==> config.mk <==
export PLATFORM = sky130hd
export DESIGN_NAME = uart_tx_engine
export DESIGN_NICKNAME = d
export VERILOG_FILES = /design/src/rtl/uart_pkg.sv /design/src/rtl/uart_baud_tick.sv /design/src/rtl/uart_tx_engine.sv
export SDC_FILE = /design/constraint.sdc
export NUM_CORES = 1
export LEC_CHECK = 0
export BUFFER_PORTS_ARGS = -buffer_cell sky130_fd_sc_hd__buf_2
export CAP_MARGIN = 10
export CORE_MARGIN = 2
export CORE_UTILIZATION = 45
export CTS_CLUSTER_DIAMETER = 30
export CTS_CLUSTER_SIZE = 16
export DETAILED_ROUTE_END_ITERATION = 10
export GPL_TIMING_DRIVEN = 0
export PLACE_DENSITY = 0.67
export SLEW_MARGIN = 20
export SYNTH_ARGS = -nofsm -noshare
export SYNTH_HDL_FRONTEND = slang
export SYNTH_SLANG_ARGS = --single-unit
==> constraint.sdc <==
create_clock -name clk -period 1.9 [get_ports clk]
set_input_delay 0 -clock clk [delete_from_list [all_inputs] [get_ports clk]]
set_output_delay 0 -clock clk [all_outputs]
set_load 0.05 [all_outputs]
==> src/rtl/uart_pkg.sv <==
// Shared UART definitions: FSM state encoding and frame geometry.
package uart_pkg;

  localparam int UART_DATA_BITS = 8;

  typedef enum logic [2:0] {
    IDLE   = 3'd0,
    POP    = 3'd1,
    LOAD   = 3'd2,
    START  = 3'd3,
    DATA   = 3'd4,
    PARITY = 3'd5,
    STOP   = 3'd6
  } tx_state_e;

endpackage

==> src/rtl/uart_baud_tick.sv <==
// Bit-period counter: counts 0..CLKS_PER_BIT-1, flags the last cycle of a bit,
// and restarts from zero on clear or after each full bit period.
module uart_baud_tick #(
  parameter int CLKS_PER_BIT = 868,
  parameter int CNT_W        = $clog2(CLKS_PER_BIT)
) (
  input  logic clk,
  input  logic reset_n,
  input  logic clear,
  output logic bit_end
);

  logic [CNT_W-1:0] cnt;

  assign bit_end = (cnt == CNT_W'(CLKS_PER_BIT - 1));

  always_ff @(posedge clk) begin
    if (!reset_n)
      cnt <= '0;
    else if (clear || bit_end)
      cnt <= '0;
    else
      cnt <= cnt + CNT_W'(1);
  end

endmodule

==> src/rtl/uart_tx_engine.sv <==
// UART transmitter draining a byte FIFO: 8N1, LSB first, registered outputs.
// Define UART_TX_PARITY_EN to insert an even-parity bit before the stop bit.
module uart_tx_engine
  import uart_pkg::*;
#(
  parameter int CLKS_PER_BIT = 868
) (
  input  logic       clk,
  input  logic       reset_n,
  input  logic       fifo_empty,
  input  logic [7:0] fifo_data,
  output logic       fifo_rd_en,
  output logic       tx,
  output logic       tx_busy,
  output logic       tx_done
);

  localparam int CNT_W = $clog2(CLKS_PER_BIT);

  tx_state_e                 state, next_state;
  logic [UART_DATA_BITS-1:0] shift, shift_next;
  logic [2:0]                bit_idx, bit_idx_next;
  logic                      tx_next;
  logic                      bit_end;
`ifdef UART_TX_PARITY_EN
  logic                      parity;
`endif

  // Every state change restarts the bit period so each bit is a full CLKS_PER_BIT.
  uart_baud_tick #(
    .CLKS_PER_BIT(CLKS_PER_BIT),
    .CNT_W       (CNT_W)
  ) u_baud (
    .clk    (clk),
    .reset_n(reset_n),
    .clear  (next_state != state),
    .bit_end(bit_end)
  );

  always_comb begin
    next_state   = state;
    shift_next   = shift;
    bit_idx_next = bit_idx;
    case (state)
      IDLE:  if (!fifo_empty) next_state = POP;
      POP:   next_state = LOAD;
      LOAD: begin
        shift_next = fifo_data;
        next_state = START;
      end
      START: if (bit_end) next_state = DATA;
      DATA: begin
        if (bit_end) begin
          shift_next   = {1'b0, shift[UART_DATA_BITS-1:1]};
          bit_idx_next = bit_idx + 3'd1;
          if (bit_idx == 3'd7) begin
`ifdef UART_TX_PARITY_EN
            next_state = PARITY;
`else
            next_state = STOP;
`endif
          end
        end
      end
`ifdef UART_TX_PARITY_EN
      PARITY: if (bit_end) next_state = STOP;
`endif
      STOP:  if (bit_end) next_state = IDLE;
      default: next_state = IDLE;
    endcase
  end

  // Line level is derived from the upcoming state so tx is a clean flop output.
  always_comb begin
    tx_next = 1'b1;
    case (next_state)
      START: tx_next = 1'b0;
      DATA:  tx_next = shift_next[0];
`ifdef UART_TX_PARITY_EN
      PARITY: tx_next = parity;
`endif
      default: tx_next = 1'b1;
    endcase
  end

  always_ff @(posedge clk) begin
    if (!reset_n) begin
      state      <= IDLE;
      shift      <= '0;
      bit_idx    <= '0;
      tx         <= 1'b1;
      fifo_rd_en <= 1'b0;
      tx_busy    <= 1'b0;
      tx_done    <= 1'b0;
    end else begin
      state      <= next_state;
      shift      <= shift_next;
      bit_idx    <= bit_idx_next;
      tx         <= tx_next;
      fifo_rd_en <= (next_state == POP);
      tx_busy    <= (next_state != IDLE);
      tx_done    <= (state == STOP) && bit_end;
    end
  end

`ifdef UART_TX_PARITY_EN
  always_ff @(posedge clk) begin
    if (!reset_n)
      parity <= 1'b0;
    else if (state == LOAD)
      parity <= ^fifo_data;
  end
`endif

endmodule
# Yosys cells after proc, flatten, opt, wreduce, memory -nomap -nowiden
# Index checks and enable logic that the tools add are counted.
[totals] reg_bits=28 in_bits=11 output_inout_bits=4 wordCells=41
[op_classes] n_addsub=2 eq_ne=12 muxes=9 bitwise=1 n_reduce_logical=8
[ops] op="one-hot mux 3 bit (6 select lines)" count=1
[ops] op="one-hot mux 8 bit (2 select lines)" count=1
[ops] op="two-way mux 3 bit" count=5
[ops] op="== test 3 bit, second input constant" count=4
[ops] op="adder 10 x 1 -> 10 bit, second input constant" count=1
[ops] op="== test 10 bit, second input constant" count=1
[ops] op="== test 3 x 2 -> 1 bit, second input constant" count=3
[ops] op="two-way mux 8 bit" count=1
[ops] op="== test 3 x 1 -> 1 bit, second input constant" count=2
[ops] op="AND reduction 2 bit" count=2
[ops] op="adder 3 x 1 -> 3 bit, second input constant" count=1
[ops] op="logical NOT 3 bit" count=1
[ops] op="inequality test 3 bit" count=1
[ops] op="nonzero test 3 bit" count=1
[ops] op="inequality test 2 bit, second input constant" count=1
[ops] op="one-hot mux 1 bit (2 select lines)" count=1
[ops] op="nonzero test 2 bit" count=1
[ops] op="OR reduction 2 bit" count=1
[ops] op="logical AND 1 bit" count=1
[ops] op="logical OR 1 bit" count=1
[ops] op="inverter 1 bit" count=1

# Depth between registers and ports, before layout
[depth] ltp_word=7 mapped_depth=7 depth_no_buf=5

# Cells and area by module
# Synthesis repeated with hierarchy kept, for this count alone.
[hier_totals] cells_unflattened=143 area_unflattened_um2=1327.5
[by_module_without_submodules] module="uart_tx_engine" n_inst=1 cells_per_inst=90 area_per_inst_um2=873.3 seq_area_each_um2=360.3
[by_module_without_submodules] module="uart_baud_tick" n_inst=1 cells_per_inst=53 area_per_inst_um2=454.2 seq_area_each_um2=200.2

# Worst setup path before layout
# OpenSTA, ideal clock, no wires.
[synth_timing] path_kind="reg2reg" from="reg u_baud.cnt[0]" to="reg tx" setup_ns=0.081 arrival_ns=1.662 slack_ns=0.157 path_stages_with_launch=7 period_less_slack_ns=1.743 path_cell_list="dfxtp_1 > ha_1 > nor4bb_1 > buf_2 > and3_4 > mux2_1 > a41oi_1"
[synth_between] elab_chain_len=5
[synth_lines] element="from (decl)" line_no="uart_baud_tick.sv:13" rtl="logic [CNT_W-1:0] cnt;"
[synth_lines] element="from (signal assigned)" line_no="uart_baud_tick.sv:23" rtl="cnt <= cnt + CNT_W'(1);"
[synth_lines] element="== test 10 bit (*)" line_no="uart_baud_tick.sv:15" rtl="assign bit_end = (cnt == CNT_W'(CLKS_PER_BIT - 1));"
[synth_lines] element="two-way mux 3 bit (on tied branches)" line_no="uart_tx_engine.sv:68, uart_tx_engine.sv:51, uart_tx_engine.sv:53"
[synth_lines] element="one-hot mux 3 bit (6 select lines)" line_no="uart_tx_engine.sv:44" rtl="case (state)"
[synth_lines] element="== test 3 bit / == test 3 x 2 -> 1 bit (equally long branches)" line_no="uart_tx_engine.sv:76" rtl="case (next_state)"
[synth_lines] element="one-hot mux 1 bit (2 select lines) (*)" line_no="uart_tx_engine.sv:76"
[synth_lines] element="to (signal assigned)" line_no="uart_tx_engine.sv:99" rtl="tx <= tx_next;"
[synth_lines] element="to (decl)" line_no="uart_tx_engine.sv:13" rtl="output logic tx,"
# Mark *: on every way between the ends. The rest lies on a longest branch, timed or not. The select of a mux whose other input is x is not followed.
# A chain may end at the register's enable or synchronous reset.

# Worst setup path after layout
[layout_timing] from="reg u_baud.cnt[0]" to="reg shift[3]"
[layout_between] elab_chain_len=3
[layout_lines] element="== test 10 bit" line_no="uart_baud_tick.sv:15"
[layout_lines] element="inequality test 2 bit (no line)"
[layout_lines] element="AND reduction 2 bit (no line)"
[layout_lines] element="to (signal assigned)" line_no="uart_tx_engine.sv:97" rtl="shift <= shift_next;"
[layout_lines] element="to (decl)" line_no="uart_tx_engine.sv:21" rtl="logic [UART_DATA_BITS-1:0] shift, shift_next;"
# No other way between the ends.

==> reports/qor.yml <==
cts_max_level: 1
yosys.area.top_type: "dfxtp_1"
status: "complete, no violations"
postRouteAntennaNets: 0
yosysWarnings: 0
initial_core_util: 0.472
syn-num-nets: 158
crit_slowest_cell: "dfxtp_4"
cts_sinks: 28
seq_power_share: 0.634
areaGrowthSynthToFinish_pct: 22.8
cellLeakagePower_nw: 0.584
pwr_density_cell_mw_per_mm2: 620
post-route-min-period_ns: 1.76
stdcell_count: 205
crit_path_cell_trace: "ha_4, nor4bb_4, buf_2, buf_4, and4_4, buf_6, a22oi_1, a21oi_1"
drt_wl_total_mm: 2.82
path_delay_family: "simple AND/OR/NAND/NOR gates"
vias: 1155
hold_class: "input port to flip-flop"
grt_pass1_wl_mm: 4.71
clockBufferDepth: 2
drv_slew: 0
tightestPinTransition_ns: 0.482
io_buffers: 14
cp-end-kind: "flip-flop"
net-switching-power_mw: 0.246
nFillCells: 257
cp_max_fo: 6
p_int_mw: 0.736
ir_worst_vdd_mv: 0.559
synthesis.area_mm2: 0.00129
layout.nets: 190
required_ns: 2.15
ios: 15
clk_latency_ns: 0.32
pre_cts_ws_ns: -0.0464
rsz0062_at_grt: "false"
pwr-share-clk: 0.239
detail_route.iter0.violations: 26
path_clk_slew_ns: 0.14
cts_tree: "built"
netlist_instances: 144
placedCellCount: 189
ys_types: 36
slew_headroom: 0.679
synth_area_leaders: "dfxtp_1 (43%), nor2_1 (5.2%), xnor2_1 (4.7%)"
num_antenna_cells: 0
clock_skew_ns: 0.00300
dieArea_mm2: 0.00331
postSynthAreaPerCell_um2: 8.97
final_util: 0.580
slowest_delay_ns: 0.39
gp_congestion: 0.779
die_w_um: 57.6
grt_pass1_vias: 1108
maxCapViolCount: 0
path_buf_inv: 3
rows: 19
period_share: 0.926
setup_ws_ns: 0.141
crit_arrival_ns: 2.01
grt_usage: 0.179
ys_seq_area_frac: 0.434
globalRouteOverflowTotal: 0
netlist.area_leader.share: 0.434
setup.worst_path.class: "flip-flop to flip-flop"
power.share.switching: 0.251
drive_above_1_share: 0.207
fmax_ghz: 0.568
first_pass_iters: 4
core_mm2: 0.00273
vias_per_cell: 5.63
antenna_found_initial: 0
wl_per_cell_um: 13.8
start_kind: "flip-flop"
numCtsBuffers: 3
hpwl_mm: 1.87
p_total_mw: 0.982
grt_max_degree: 15
p_comb_frac: 0.128
drc_errors: 0
reg2reg_setup_slack_ns: 0.14
ys_seq_elements: 28
cts_root_buffer: "clkbuf_4"
setup_viol: 0
die_h_um: 57.6
finalHoldViolCount: 0
whs_ns: 0.143
flip-flops by register name (all words and copies together) (netlist names):
| register | cells |
|---|---|
| tx_busy | 1 |
| u_baud.cnt | 10 |
| fifo_rd_en | 1 |
| tx_done | 1 |
| bit_idx | 3 |
| state | 3 |
| shift | 8 |
| tx | 1 |
power groups by stage:
stage	clock (mW)	sequential [mW]	combinational, mW
after global placement	0	0.633	0.104
final	0.235	0.622	0.125
after detailed placement	0	0.634	0.108
after global routing	0.274	0.625	0.137
after CTS	0.244	0.621	0.124
after floorplan	0	0.646	0.0608
worst register-to-register path: stages (launching register included):
cell,delay [ns]
dfxtp_4,0.39
ha_4,0.16
nor4bb_4,0.21
buf_2,0.17
buf_4,0.14
and4_4,0.24
buf_6,0.12
a22oi_1,0.08
a21oi_1,0.20
repair_timing:
item | 4_1_cts | 5_1_grt
hold endpoints to repair | 10 | 0
resized for setup | 2 | 7
setup endpoints to repair | 1 | 23
cloned | 0 | 1
buffers inserted | 2 | 0
pin swaps | 0 | 2
hold buffers | 10 | 0
synthesized netlist by cell type:
cell type  number
a211oi_1        2
a21oi_1        12
a22o_1          2
a22oi_1         7
a311oi_1        1
a41oi_1         1
and2_0          1
and2_1          1
and3_4          1
and4_1          2
buf_2           2
buf_6           1
clkbuf_1        4
dfxtp_1        28
ha_1            3
inv_1           3
maj3_2          1
mux2_1          1
mux2i_1         1
nand2_1        12
nand2b_1        2
nand3_1        11
nand3b_1        1
nand4_1         3
nand4_2         1
nor2_1         18
nor2b_1         1
nor3_1          2
nor3b_2         3
nor4_1          3
nor4b_1         1
nor4bb_1        1
o211ai_2        1
o21bai_1        1
xnor2_1         7
xor2_1          2
cells in the final DEF, fill, tap and decap left out, drive strengths merged, types with 2 or more instances in the layout:
master and n:
dfxtp 28, buf 20, nor2 18, nand2 12
a21oi 12, nand3 11, dlygate4sd3 10, a22oi 7
xnor2 7, clkbuf 7, nand4 4, nor3b 3
inv 3, nor4 3, ha 3, a22o 2
nand2b 2, a211oi 2, nor3 2, xor2 2
and2 2, and4 2
per-stage QoR:
step,TNS (ns),area [µm²]
global route,0,1590
global placement,0,1400
CTS,0,1550
floorplan,0,1290
detailed placement,-0.0464,1400
finish,0,1590
routing by layer:
layer / up-vias / share of wire / wire, µm / global-route usage
met5: - / 0 / 0 / 0
met4: 0 / 0.0096 / 27 / 0.0631
met3: 4 / 0.042 / 118 / 0.0227
met2: 26 / 0.49 / 1390 / 0.299
met1: 550 / 0.46 / 1290 / 0.238
li1: 575 / - / - / -
path summary, 6_finish.rpt:
check	cells past startpoint	endpoint	startpoint
hold reg to reg	1	u_baud.cnt[0]	u_baud.cnt[0]
setup / recovery	8	shift[3]	u_baud.cnt[0]
setup reg to reg	8	shift[3]	u_baud.cnt[0]
hold / removal	4	shift[0]	fifo_data[0]
cell families after synthesis:
family,synth area share
XOR/XNOR,0.0610
buffers and inverters,0.0368
adder cells (fa/ha/maj),0.0378
AND/OR/NAND/NOR,0.272
AO/OA/AOI/OAI,0.141
flip-flops,0.434
multiplexers,0.0165
final cells by class:
| type | instances | area, µm² | share of cell area |
|---|---|---|---|
| tap | 31 | 38.8 | 0.0245 |
| sequential | 28 | 566 | 0.357 |
| multi-input combinational | 106 | 721 | 0.455 |
| buffer | 7 | 36.3 | 0.0229 |
| timing repair buffer | 27 | 190 | 0.120 |
| clock buffer | 3 | 22.5 | 0.0142 |
| inverter | 3 | 11.3 | 0.00710 |
(Power assumes the default switching activity.)
